--- src/rtl/fp_normalize_pkg.sv ---
`default_nettype none
// ============================================================================
// Module   : fp_pkg
// Purpose  : Shared types and constants for the FP normalise/round stage.
// Revision : 1.0  initial release
// ============================================================================
package fp_pkg;

    typedef enum logic [2:0] {
        IDLE  = 3'd0,
        CHECK = 3'd1,
        SHIFT = 3'd2,
        ROUND = 3'd3,
        DONE  = 3'd4
    } norm_state_t;

    localparam logic [7:0] EXP_MAX  = 8'hFF;
    localparam int         EXP_BIAS = 127;

    // Bit positions inside the raw {carry, hidden, fraction, guard, sticky} word
    localparam int RAW_CARRY   = 26;
    localparam int RAW_HIDDEN  = 25;
    localparam int RAW_FRAC_HI = 24;
    localparam int RAW_FRAC_LO = 2;
    localparam int RAW_GUARD   = 1;
    localparam int RAW_STICKY  = 0;

    typedef struct packed {
        logic        sign;
        logic [7:0]  exp;
        logic [22:0] frac;
    } fp32_t;

endpackage
`default_nettype wire

--- src/rtl/fp_normalize_if.sv ---
`default_nettype none
// ============================================================================
// Module   : fp_normalize_if
// Purpose  : Start/done request bus between the adder datapath and normaliser.
// Revision : 1.0  initial release
// ============================================================================
interface fp_normalize_if #(
    parameter int EXP_W = 8,
    parameter int MAN_W = 23,
    parameter int RAW_W = MAN_W + 4
);
    logic             norm_start;
    logic             norm_sign;
    logic [EXP_W-1:0] norm_exp;
    logic [RAW_W-1:0] norm_frac;
    logic             norm_busy;
    logic             norm_done;
    logic [31:0]      norm_result;
    logic             norm_overflow;
    logic             norm_underflow;

    modport master (
        output norm_start, norm_sign, norm_exp, norm_frac,
        input  norm_busy, norm_done, norm_result, norm_overflow, norm_underflow
    );

    modport slave (
        input  norm_start, norm_sign, norm_exp, norm_frac,
        output norm_busy, norm_done, norm_result, norm_overflow, norm_underflow
    );
endinterface
`default_nettype wire

--- src/rtl/fp_normalize_round.sv ---
`default_nettype none
// ============================================================================
// Module   : fp_round
// Purpose  : Combinational round-to-nearest-even incrementer.
// Revision : 1.0  initial release
// ============================================================================
module fp_round #(
    parameter int MAN_W = 23
) (
    input  wire logic [MAN_W+2:0] i_raw,    // {hidden, fraction, guard, sticky}
    output logic      [MAN_W:0]   o_man,
    output logic                  o_carry
);
    logic w_round_up;

    assign w_round_up       = i_raw[1] & (i_raw[0] | i_raw[2]);
    assign {o_carry, o_man} = {1'b0, i_raw[MAN_W+2:2]} + {{(MAN_W+1){1'b0}}, w_round_up};
endmodule
`default_nettype wire

--- src/rtl/fp_normalize.sv ---
`default_nettype none
// ============================================================================
// Module   : fp_normalize
// Purpose  : Multi-cycle normalise/round stage producing IEEE-754 single, RNE.
//            Define NORM_DENORM_EN to keep denormal results instead of flushing.
// Revision : 1.0  initial release
// ============================================================================
module fp_normalize
    import fp_pkg::*;
#(
    parameter int EXP_W = 8,
    parameter int MAN_W = 23,
    parameter int RAW_W = MAN_W + 4
) (
    input  wire logic       clk,
    input  wire logic       rst,
    fp_normalize_if.slave   bus
);
    norm_state_t      r_state;
    logic             r_sign;
    logic [EXP_W-1:0] r_exp;
    logic [RAW_W-1:0] r_frac;
    fp32_t            r_pend;
    logic             r_pend_ovf;
    logic             r_pend_unf;
    fp32_t            r_result;
    logic             r_busy;
    logic             r_done;
    logic             r_ovf;
    logic             r_unf;

    logic [MAN_W:0]   w_rnd_man;
    logic             w_rnd_carry;
    logic             w_rnd_ovf;
    logic             w_rnd_unf;
    fp32_t            w_rnd_res;

    fp_round #(.MAN_W(MAN_W)) u_round (
        .i_raw   (r_frac[RAW_HIDDEN:0]),
        .o_man   (w_rnd_man),
        .o_carry (w_rnd_carry)
    );

    // A rounded mantissa without its hidden bit is a denormal: exponent field 0
    always_comb begin
        w_rnd_ovf = (r_exp == EXP_MAX) || (w_rnd_carry && (r_exp == EXP_MAX - 8'd1));
        w_rnd_unf = !w_rnd_carry && !w_rnd_man[MAN_W] &&
                    (r_frac[RAW_GUARD] | r_frac[RAW_STICKY]);
        w_rnd_res.sign = r_sign;
        if (w_rnd_ovf) begin
            w_rnd_res.exp  = EXP_MAX;
            w_rnd_res.frac = '0;
        end else if (w_rnd_carry) begin
            w_rnd_res.exp  = r_exp + EXP_W'(1);
            w_rnd_res.frac = '0;
        end else begin
            w_rnd_res.exp  = w_rnd_man[MAN_W] ? r_exp : '0;
            w_rnd_res.frac = w_rnd_man[MAN_W-1:0];
        end
    end

    always_ff @(posedge clk) begin
        if (rst) begin
            r_state    <= IDLE;
            r_sign     <= 1'b0;
            r_exp      <= '0;
            r_frac     <= '0;
            r_pend     <= '0;
            r_pend_ovf <= 1'b0;
            r_pend_unf <= 1'b0;
            r_result   <= '0;
            r_busy     <= 1'b0;
            r_done     <= 1'b0;
            r_ovf      <= 1'b0;
            r_unf      <= 1'b0;
        end else begin
            case (r_state)
                IDLE: begin
                    r_done <= 1'b0;
                    if (r_busy) begin
                        r_busy <= 1'b0;
                    end else if (bus.norm_start) begin
                        r_busy     <= 1'b1;
                        r_ovf      <= 1'b0;
                        r_unf      <= 1'b0;
                        r_pend_ovf <= 1'b0;
                        r_pend_unf <= 1'b0;
                        r_sign     <= bus.norm_sign;
                        r_exp      <= bus.norm_exp;
                        r_frac     <= bus.norm_frac;
                        r_state    <= CHECK;
                    end
                end
                CHECK: begin
                    if (r_frac == '0) begin
                        r_pend  <= '0;
                        r_state <= DONE;
                    end else if (r_exp == EXP_MAX) begin
                        r_pend     <= '{sign: r_sign, exp: EXP_MAX, frac: '0};
                        r_pend_ovf <= 1'b1;
                        r_state    <= DONE;
                    end else if (r_frac[RAW_CARRY]) begin
                        r_frac  <= {1'b0, r_frac[RAW_CARRY:RAW_FRAC_LO],
                                    r_frac[RAW_GUARD] | r_frac[RAW_STICKY]};
                        r_exp   <= r_exp + EXP_W'(1);
                        r_state <= ROUND;
                    end else if (r_frac[RAW_HIDDEN]) begin
                        r_state <= ROUND;
                    end else begin
                        r_state <= SHIFT;
                    end
                end
                SHIFT: begin
                    if (r_exp <= EXP_W'(1)) begin
`ifdef NORM_DENORM_EN
                        r_state <= ROUND;
`else
                        r_pend     <= '{sign: r_sign, exp: '0, frac: '0};
                        r_pend_unf <= 1'b1;
                        r_state    <= DONE;
`endif
                    end else begin
                        r_frac <= r_frac << 1;
                        r_exp  <= r_exp - EXP_W'(1);
                        if (r_frac[RAW_FRAC_HI]) begin
                            r_state <= ROUND;
                        end
                    end
                end
                ROUND: begin
                    r_pend     <= w_rnd_res;
                    r_pend_ovf <= w_rnd_ovf;
                    r_pend_unf <= w_rnd_unf;
                    r_state    <= DONE;
                end
                DONE: begin
                    r_result <= r_pend;
                    r_ovf    <= r_pend_ovf;
                    r_unf    <= r_pend_unf;
                    r_done   <= 1'b1;
                    r_state  <= IDLE;
                end
                default: r_state <= IDLE;
            endcase
        end
    end

    assign bus.norm_busy      = r_busy;
    assign bus.norm_done      = r_done;
    assign bus.norm_result    = r_result;
    assign bus.norm_overflow  = r_ovf;
    assign bus.norm_underflow = r_unf;
endmodule
`default_nettype wire

--- src/flat_wrapper.sv ---
// flat-port wrapper written by rule: the top's interface ports become plain ports
module fp_normalize_flat import fp_pkg::*;
#(
    parameter int EXP_W = 8,
    parameter int MAN_W = 23,
    parameter int RAW_W = MAN_W + 4
)
  (clk, rst, bus_norm_start, bus_norm_sign, bus_norm_exp, bus_norm_frac, bus_norm_busy, bus_norm_done, bus_norm_result, bus_norm_overflow, bus_norm_underflow);
  fp_normalize_if #(.EXP_W(EXP_W), .MAN_W(MAN_W), .RAW_W(RAW_W)) bus_i ();
  input  wire logic clk;
  input  wire logic rst;
  input wire logic [$bits(bus_i.norm_start)-1:0] bus_norm_start;
  input wire logic [$bits(bus_i.norm_sign)-1:0] bus_norm_sign;
  input wire logic [$bits(bus_i.norm_exp)-1:0] bus_norm_exp;
  input wire logic [$bits(bus_i.norm_frac)-1:0] bus_norm_frac;
  output wire logic [$bits(bus_i.norm_busy)-1:0] bus_norm_busy;
  output wire logic [$bits(bus_i.norm_done)-1:0] bus_norm_done;
  output wire logic [$bits(bus_i.norm_result)-1:0] bus_norm_result;
  output wire logic [$bits(bus_i.norm_overflow)-1:0] bus_norm_overflow;
  output wire logic [$bits(bus_i.norm_underflow)-1:0] bus_norm_underflow;
  assign bus_i.norm_start = bus_norm_start;
  assign bus_i.norm_sign = bus_norm_sign;
  assign bus_i.norm_exp = bus_norm_exp;
  assign bus_i.norm_frac = bus_norm_frac;
  assign bus_norm_busy = bus_i.norm_busy;
  assign bus_norm_done = bus_i.norm_done;
  assign bus_norm_result = bus_i.norm_result;
  assign bus_norm_overflow = bus_i.norm_overflow;
  assign bus_norm_underflow = bus_i.norm_underflow;
  fp_normalize #(.EXP_W(EXP_W), .MAN_W(MAN_W), .RAW_W(RAW_W)) u_core (.clk(clk), .rst(rst), .bus(bus_i));
endmodule
--- config.mk ---
export PLATFORM = sky130hd
export DESIGN_NAME = fp_normalize_flat
export DESIGN_NICKNAME = d
export VERILOG_FILES = /design/src/rtl/fp_normalize_pkg.sv /design/src/rtl/fp_normalize_if.sv /design/src/rtl/fp_normalize_round.sv /design/src/rtl/fp_normalize.sv /design/src/flat_wrapper.sv
export SDC_FILE = /design/constraint.sdc
export NUM_CORES = 1
export LEC_CHECK = 0
export BUFFER_PORTS_ARGS = -buffer_cell sky130_fd_sc_hd__buf_4
export CAP_MARGIN = 20
export CORE_MARGIN = 2
export CORE_UTILIZATION = 47
export CTS_CLUSTER_DIAMETER = 120
export CTS_CLUSTER_SIZE = 28
export DETAILED_ROUTE_END_ITERATION = 10
export PLACE_DENSITY = 0.76
export SKIP_CTS_REPAIR_TIMING = 1
export SLEW_MARGIN = 20
export SYNTH_ARGS = -nofsm -noshare
export SYNTH_HDL_FRONTEND = slang
export SYNTH_HIERARCHICAL = 1
export SYNTH_SLANG_ARGS = --single-unit
--- constraint.sdc ---
create_clock -name clk -period 3.9 [get_ports clk]
set_input_delay 0.39 -clock clk [delete_from_list [all_inputs] [get_ports clk]]
set_output_delay 0.39 -clock clk [all_outputs]
set_load 0.02 [all_outputs]
==> metrics.md, run 1 <==
| Metric | Value |
|---|---|
| Hold Crit Endpoint | `u_core/r_sign$_SDFFE_PP0P_` |
| Mapped Area | `around 5900 um^2` |
| CTS tree | `done` |
| Final TNS setup | `0 ns` |
| Yosys warning count | `6` |
| Root Driver | `clkbuf_16` |
| H-tree depth | `3` |
| Antenna violations before repair | `0` |
| Sink Count | `109` |
| Min-Delay Path Class | `primary input to register` |
| Synth area leader | `dfxtp_1` |
| Vias in the first global route | `4,865` |
| Post-synth top area share | `between 30 and 40%` |
| Top-count cell post-synth | `nand2_1` |
| Io pins | `75` |
| CTS Buf Count | `9` |
| First-pass GRT wire length | `approximately 25,000 um` |
| # DRC | `0` |
| Fmax | `between 300 and 400 MHz` |
| Initial core utilization | `approximately half` |
| Cell area power density | `between 700 and 800 nW/um^2` |
| Final Setup Violations | `0` |
| Clock buffer depth | `2` |
| Worst path buffer plus inverter count | `0` |
| Worst Skew | `about 0.011 ns` |
| Skew-Pair Late Insertion Delay | `0.35 ns` |
| Die X | `between 100 and 150 um` |
| DRT Pass-1 Iters | `6` |
| Slew @ Worst Pin | `just over 1 ns` |
| Wire length per cell | `around 18 um` |
| Worst reg2reg path depth | `11` |
| Syn_nets | `704` |
| WP data required | `between 4 and 5 ns` |
| Top Family by Delay on Critical Path | `simple AND/OR/NAND/NOR gates` |
| Total gr overflow | `0` |
| Post-layout min period | `approximately 3.2 ns` |
| Slowest cell delay on critical path | `roughly 0.49 ns` |
| Main flop type after synthesis | `dfxtp_1` |
| Vias | `approximately 5,300` |
| GP Congestion | `0.9023` |
| Fin. Hold Viols | `0` |
| Hold_sp | `bus_norm_sign` |
| Synth area leaders | `dfxtp_1 37%, nand2_1 7.1%, o221ai_2 5.6%` |
| All-Layer GR Usage | `roughly 23%` |
| Crit Path Category | `register to register` |
| Arr. time, crit path | `about 3.4 ns` |
| Final #Nets | `741` |
| Cells along the critical path | `o21a_1 > ha_1 > ha_1 > and2_1 > and4_1 > and3_1 > nand2b_1 > o21ai_0 > a211o_1 > nor3b_1 > o32a_1` |
| IO Port Bufs | `74` |
| Critical path peak fanout | `15` |
| Sequential share of the synthesized area | `37.00%` |
| RSZ-0062 raised after global routing | `false` |
| Die area | `between 10,000 and 15,000 um^2` |
| Hold Path Stages | `3` |
| Slew HR | `31.99%` |
| Tot Pwr | `5.273 mW` |
| Slowest CP cell | `and3_1` |
| Core Footprint | `12,110 um^2` |
| FFs w/ async S/R, synth | `0%` |
| Crit. End Element | `register` |
| EDFF count, synth | `0` |
| DRT iter0 DRCs | `~600` |
| Placement Setup Slack | `between 0.8 and 0.9 ns` |
| Max-cap violation count | `0` |
| Synth top cells by count | `111 x nand2_1, 109 x dfxtp_1, 58 x a21oi_1, 26 x clkbuf_1` |
| Area Growth Syn to Fin | `14.39%` |
| Worst-path clk slew | `0.08 ns` |
| Gate Count Post-Synth | `around 660` |
| Period utilization | `about four fifths` |
| Die height | `116.0 um` |
| Reg2reg setup slack | `0.73 ns` |
| Rows | `40` |
| Most common cell on crit path | `ha_1` |
| Startpoint types | `register` |
| Cell variety after synth | `approximately 80` |
| Synthesized area per cell | `between 8 and 9 um^2` |
| Fin worst setup slack | `roughly 0.73 ns` |
| Dpl hpwl | `10,690 um` |
| Reg-to-reg startpoint | `u_core/r_frac[2]$_SDFFE_PP0P_` |
| Status | `finished clean` |
| Final WL | `around 15,000 um` |
| Antenna cell count | `0` |
| Drt via density | `between 6 and 7` |
| Crit Reg-Reg Endpoint | `u_core/r_pend[25]$_SDFFE_PP0P_` |
| Post-route ant nets | `0` |
| Pin count of the biggest net entering global routing | `46` |
| Final max-slew violation count | `0` |
| FF+latch count, synth | `about 110` |
| # fillers | `1,118` |
| VDD IR max | `approximately 0.54 mV` |
| Lkg Pwr | `around 2.4 nW` |
| Share of layout cells above drive strength 1 | `between 20% and 30%` |
| Worst Setup SP | `u_core/r_frac[2]$_SDFFE_PP0P_` |
[cell type report]
cell class                      count  area [um^2]  area share, %
Multi-Input combinational cell    487         3398          50.38
Sequential cell                   109         2182          32.35
Timing Repair Buffer               81        611.8          9.071
Clock buffer                        9        225.2          3.339
Tap cell                          168        210.2          3.116
Clock inverter                      7        87.58          1.298
Inverter                            8        30.03         0.4452
[registers in the layout, summed over array words and instances (netlist names)]
register,count
u_core/r_sign,1
u_core/bus.norm_busy,1
u_core/r_pend_ovf,1
u_core/r_frac,27
u_core/r_state,3
u_core/bus.norm_overflow,1
u_core/r_exp,8
u_core/bus.norm_done,1
u_core/bus.norm_result,32
u_core/r_pend_unf,1
u_core/r_pend,32
u_core/bus.norm_underflow,1
[layer usage]
layer  wire, um  vias up  part of all wire (%)  global-route usage (%)
met2       6934      209                    45                   34.54
li1           -     2569                     -                       -
met3       1007       15                   6.5                   3.190
met5          0        -                     0                       0
met4        202        0                   1.3                   7.698
met1       7272     2550                    47                   34.60
[worst min-delay path, delay by kind of cell]
family,cells,cell delay (ns)
and+or+nand+nor,1,0.07
muxes,1,0.05
buffers and inverters,1,0.08
[placed cells by master, fill, tap and decap left out, drive strengths merged, types with 9 or more instances in the layout]
master	synthesis	layout
nor2	26	26
a32o	24	24
o22a	25	25
xnor2	17	17
nand2	115	115
nor4	9	9
inv	8	11
dfxtp	109	109
nand3	18	18
o21ai	18	18
a21oi	80	80
nor3	10	10
buf	29	81
clkbuf	26	9
o221ai	30	30
nand4	13	13
[per-stage QoR]
stage / instances / cell area [um^2] / utilization (%) / hold slack (ns)
finish: 869 / 6745 / 55.69 / 0.2690
global route: 869 / 6745 / 55.69 / 0.2694
CTS: 868 / 6734 / 55.60 / 0.2636
detailed placement: 852 / 6421 / 53.02 / 0.4479
global placement: 852 / 6414 / 52.95 / 0.4474
floorplan: 659 / 5897 / - / 0.4321
[report_power, final]
| group | internal (mW) | total [mW] | switching, mW |
|---|---|---|---|
| registers | 1.37 | 1.89 | 0.520 |
| logic | 0.991 | 2.45 | 1.46 |
| clock network | 0.462 | 0.939 | 0.477 |
| total | 2.82 | 5.27 | 2.45 |
[cells by family after synthesis]
logic type,count (synthesis),share of synthesized area [%]
AO/OA/AOI/OAI,234,32.97
AND/OR/NAND/NOR,222,19.27
flip-flops,109,37.00
buffers and inverters,63,5.686
XOR/XNOR,22,3.267
adder cells (fa/ha/maj),6,1.273
multiplexers,3,0.5304
[how the worst max path moves through the flow]
stage,end,cells after the start
CTS,u_core/r_pend[25]$_SDFFE_PP0P_,11
detailed placement,u_core/r_pend[25]$_SDFFE_PP0P_,11
finish,u_core/r_pend[25]$_SDFFE_PP0P_,11
floorplan,u_core/r_pend[25]$_SDFFE_PP0P_,11
global placement,u_core/r_pend[25]$_SDFFE_PP0P_,11
global route,u_core/r_pend[26]$_SDFFE_PP0P_,11
(Power assumes the default switching activity.)
==> run 2, diff against run 1 <==
Clock period 3.9 ns to 3.1 ns, I/O delays scaled along.
==> run 2 against run 1 <==
Sequential power rose by 19%. First-iteration DRC count up 4.3%. Routed wire length is 4.7% higher. Fmax rose by 5.3%. Register-to-register slack worse by 0.64 ns. Via count increased by 4.2%. Non-clock buffer count increased by 17. Hold slack got worse by 0.077 ns. Sequential share of layout area shrank 0.61 points. Clock power up 22%. Core utilization up 1.1 points.
==> metrics.md, run 2 (synthesized netlist as in run 1, its figures left out) <==
| Metric | Value |
|---|---|
| Slew @ Worst Pin | `1.011 ns (was 1.020 ns)` |
| Wire length per cell | `18.21 um (was 17.74 um)` |
| Die area | `13,460 um^2 (unchanged)` |
| Final TNS setup | `0 ns (unchanged)` |
| Post-layout min period | `3.014 ns (was 3.174 ns)` |
| Cell area power density | `991.3 nW/um^2 (was 781.7 nW/um^2)` |
| Final max-slew violation count | `0 (unchanged)` |
| Met2 Use GR | `37.31% (was 34.54%)` |
| Slowest CP cell | `dfxtp_1 (was and3_1)` |
| # DRC | `0 (unchanged)` |
| Worst-path clk slew | `0.08 ns (about the same)` |
| RSZ-0062 raised after global routing | `false (unchanged)` |
| # fillers | `1,107 (was 1,118)` |
| Status | `finished clean (unchanged)` |
| Final Util | `56.77% (was 55.69%)` |
| Total gr overflow | `0 (unchanged)` |
| Slew HR | `32.61% (was 31.99%)` |
| Design Area, Final | `6875 um^2 (was 6745 um^2)` |
| Vias in the first global route | `4,986 (was 4,865)` |
| Final WL | `16,140 um (was 15,420 um)` |
| Sw Ratio | `46.19% (was 46.52%)` |
| H-tree depth | `3 (unchanged)` |
| Arr. time, crit path | `3.25 ns (was 3.41 ns)` |
| Root Driver | `clkbuf_16 (unchanged)` |
| Crit Path Category | `register to register (unchanged)` |
| Pin count of the biggest net entering global routing | `42 (was 46)` |
| VDD IR max | `0.6431 mV (was 0.5360 mV)` |
| Min-Delay Path Class | `primary input to register (unchanged)` |
| Skew-Pair Late Insertion Delay | `0.35 ns (about the same)` |
| Min Hold Slack | `0.1918 ns (was 0.2690 ns)` |
| Dpl hpwl | `11,210 um (was 10,690 um)` |
| Rows | `40 (unchanged)` |
| Core Footprint | `12,110 um^2 (unchanged)` |
| Gate power share | `50.1% (was 46.4%)` |
| Vias | `5,570 (was 5,343)` |
| Lkg Pwr | `2.444 nW (was 2.362 nW)` |
| Startpoint types | `register (unchanged)` |
| Fin. Hold Viols | `0 (unchanged)` |
| Die height | `116.0 um (unchanged)` |
| Fin worst setup slack | `0.08623 ns (was 0.7263 ns)` |
| Critical path peak fanout | `11 (was 15)` |
| GP Congestion | `0.9606 (was 0.9023)` |
| Initial core utilization | `48.69% (unchanged)` |
| Period utilization | `97.22% (was 81.38%)` |
| Io pins | `75 (unchanged)` |
| CTS Buf Count | `9 (unchanged)` |
| CTS tree | `done (unchanged)` |
| DRT iter0 DRCs | `624 (was 598)` |
| Slowest cell delay on critical path | `0.37 ns (was 0.49 ns)` |
| Worst Skew | `0.008991 ns (was 0.01083 ns)` |
| Worst reg2reg path depth | `12 (was 11)` |
| Clock power frac | `16.8% (was 17.8%)` |
| Hold Path Stages | `3 (unchanged)` |
| All-Layer GR Usage | `24.00% (was 23.21%)` |
| Post-DP Area | `6581 um^2 (was 6421 um^2)` |
| NetSw | `3.148 mW (was 2.453 mW)` |
| Sequential share of power | `33.1% (was 35.8%)` |
| Post-route ant nets | `0 (unchanged)` |
| IO Port Bufs | `74 (unchanged)` |
| First-pass GRT wire length | `25,930 um (was 25,140 um)` |
| GR peak layer | `met2 (was met1)` |
| Most common cell on crit path | `ha_1 (unchanged)` |
| Final Setup Violations | `0 (unchanged)` |
| Antenna violations before repair | `0 (unchanged)` |
| Cells along the critical path | `o21a_1 > ha_1 > ha_1 > and2_1 > and4_1 > and3_1 > a21oi_1 > nor3b_2 > buf_4 > a211o_1 > nor3b_1 > o32a_1 (was o21a_1 > ha_1 > ha_1 > and2_1 > and4_1 > and3_1 > nand2b_1 > o21ai_0 > a211o_1 > nor3b_1 > o32a_1)` |
| Max-cap violation count | `0 (unchanged)` |
| Met3 GRT Util | `2.877% (was 3.190%)` |
| Drt via density | `6.287 (was 6.148)` |
| DRT Pass-1 Iters | `5 (was 6)` |
| Clock buffer depth | `2 (unchanged)` |
| Area Growth Syn to Fin | `16.59% (was 14.39%)` |
| Die X | `116.0 um (unchanged)` |
| WP data required | `3.34 ns (was 4.14 ns)` |
| Share of layout cells above drive strength 1 | `26.18% (was 24.54%)` |
| Final #Nets | `758 (was 741)` |
| Commonest non-fill, non-tap cells in the layout | `111 x nand2_1, 109 x dfxtp_1, 96 x buf_4 (was 111 x nand2_1, 109 x dfxtp_1, 80 x buf_4)` |
| GR Layer Usage met1 | `35.00% (was 34.60%)` |
| Most common cell after layout, fill and taps aside | `nand2_1 (unchanged)` |
| Sink Count | `109 (unchanged)` |
| Antenna cell count | `0 (unchanged)` |
| Placement Setup Slack | `0.1761 ns (was 0.8252 ns)` |
| Int Pwr | `3.667 mW (was 2.820 mW)` |
| Crit. End Element | `register (unchanged)` |
| Fmax | `331.8 MHz (was 315.1 MHz)` |
[run 2: changes by cell type in the layout (fill, tap and decap cells not counted)]
cell and delta:
buf_12 +2, buf_4 +16, inv_6 -1, buf_6 -1
clkinv_8 -2, inv_8 +1, clkbuf_1 +1, clkinvlp_4 +1
[run 2: layout make-up]
class	count	area, um^2	share of cell area (%)
Multi-Input combinational cell	487	3398	49.43
Sequential cell	109	2182	31.74
Timing Repair Buffer	98	760.7	11.06
Clock buffer	10	229.0	3.330
Tap cell	168	210.2	3.057
Clock inverter	6	65.06	0.9463
Inverter	8	30.03	0.4368
[run 2: through the flow]
step,power (mW),cells
after CTS,6.769,886
after global placement,5.487,870
after global routing,7.200,886
after detailed placement,5.596,870
final,6.815,886
after floorplan,4.899,659
[run 2: worst paths after layout]
kind / start / end / slack (ns)
max: u_core/r_frac[2]$_SDFFE_PP0P_ / u_core/r_pend[25]$_SDFFE_PP0P_ / 0.09
min: bus_norm_sign / u_core/r_sign$_SDFFE_PP0P_ / 0.19
max reg2reg: u_core/r_frac[2]$_SDFFE_PP0P_ / u_core/r_pend[25]$_SDFFE_PP0P_ / 0.09
min reg2reg: u_core/bus.norm_result[10]$_SDFFE_PP0P_ / u_core/bus.norm_result[10]$_SDFFE_PP0P_ / 0.46
[run 2: critical path, delay by kind of cell, from the launching register on]
family	cells	cell delay, ns
flip-flops	1	0.37
AND/OR/NAND/NOR	5	0.92
buffers and inverters	1	0.16
AO/OA/AOI/OAI	4	1.03
adder cells (fa/ha/maj)	2	0.41
[run 2: per-layer routing]
layer  share of wire (%)  wire (um)
met2                  45       7336
met4                 1.6        255
met1                  46       7478
met3                 6.6       1064
met5                   0          0
[run 2: power groups by stage]
stage	clock, mW	sequential [mW]	combinational, mW
floorplan	0	2.10	2.80
global placement	0	2.24	3.25
detailed placement	0	2.26	3.34
CTS	1.16	2.23	3.37
global route	1.22	2.30	3.68
finish	1.15	2.25	3.41
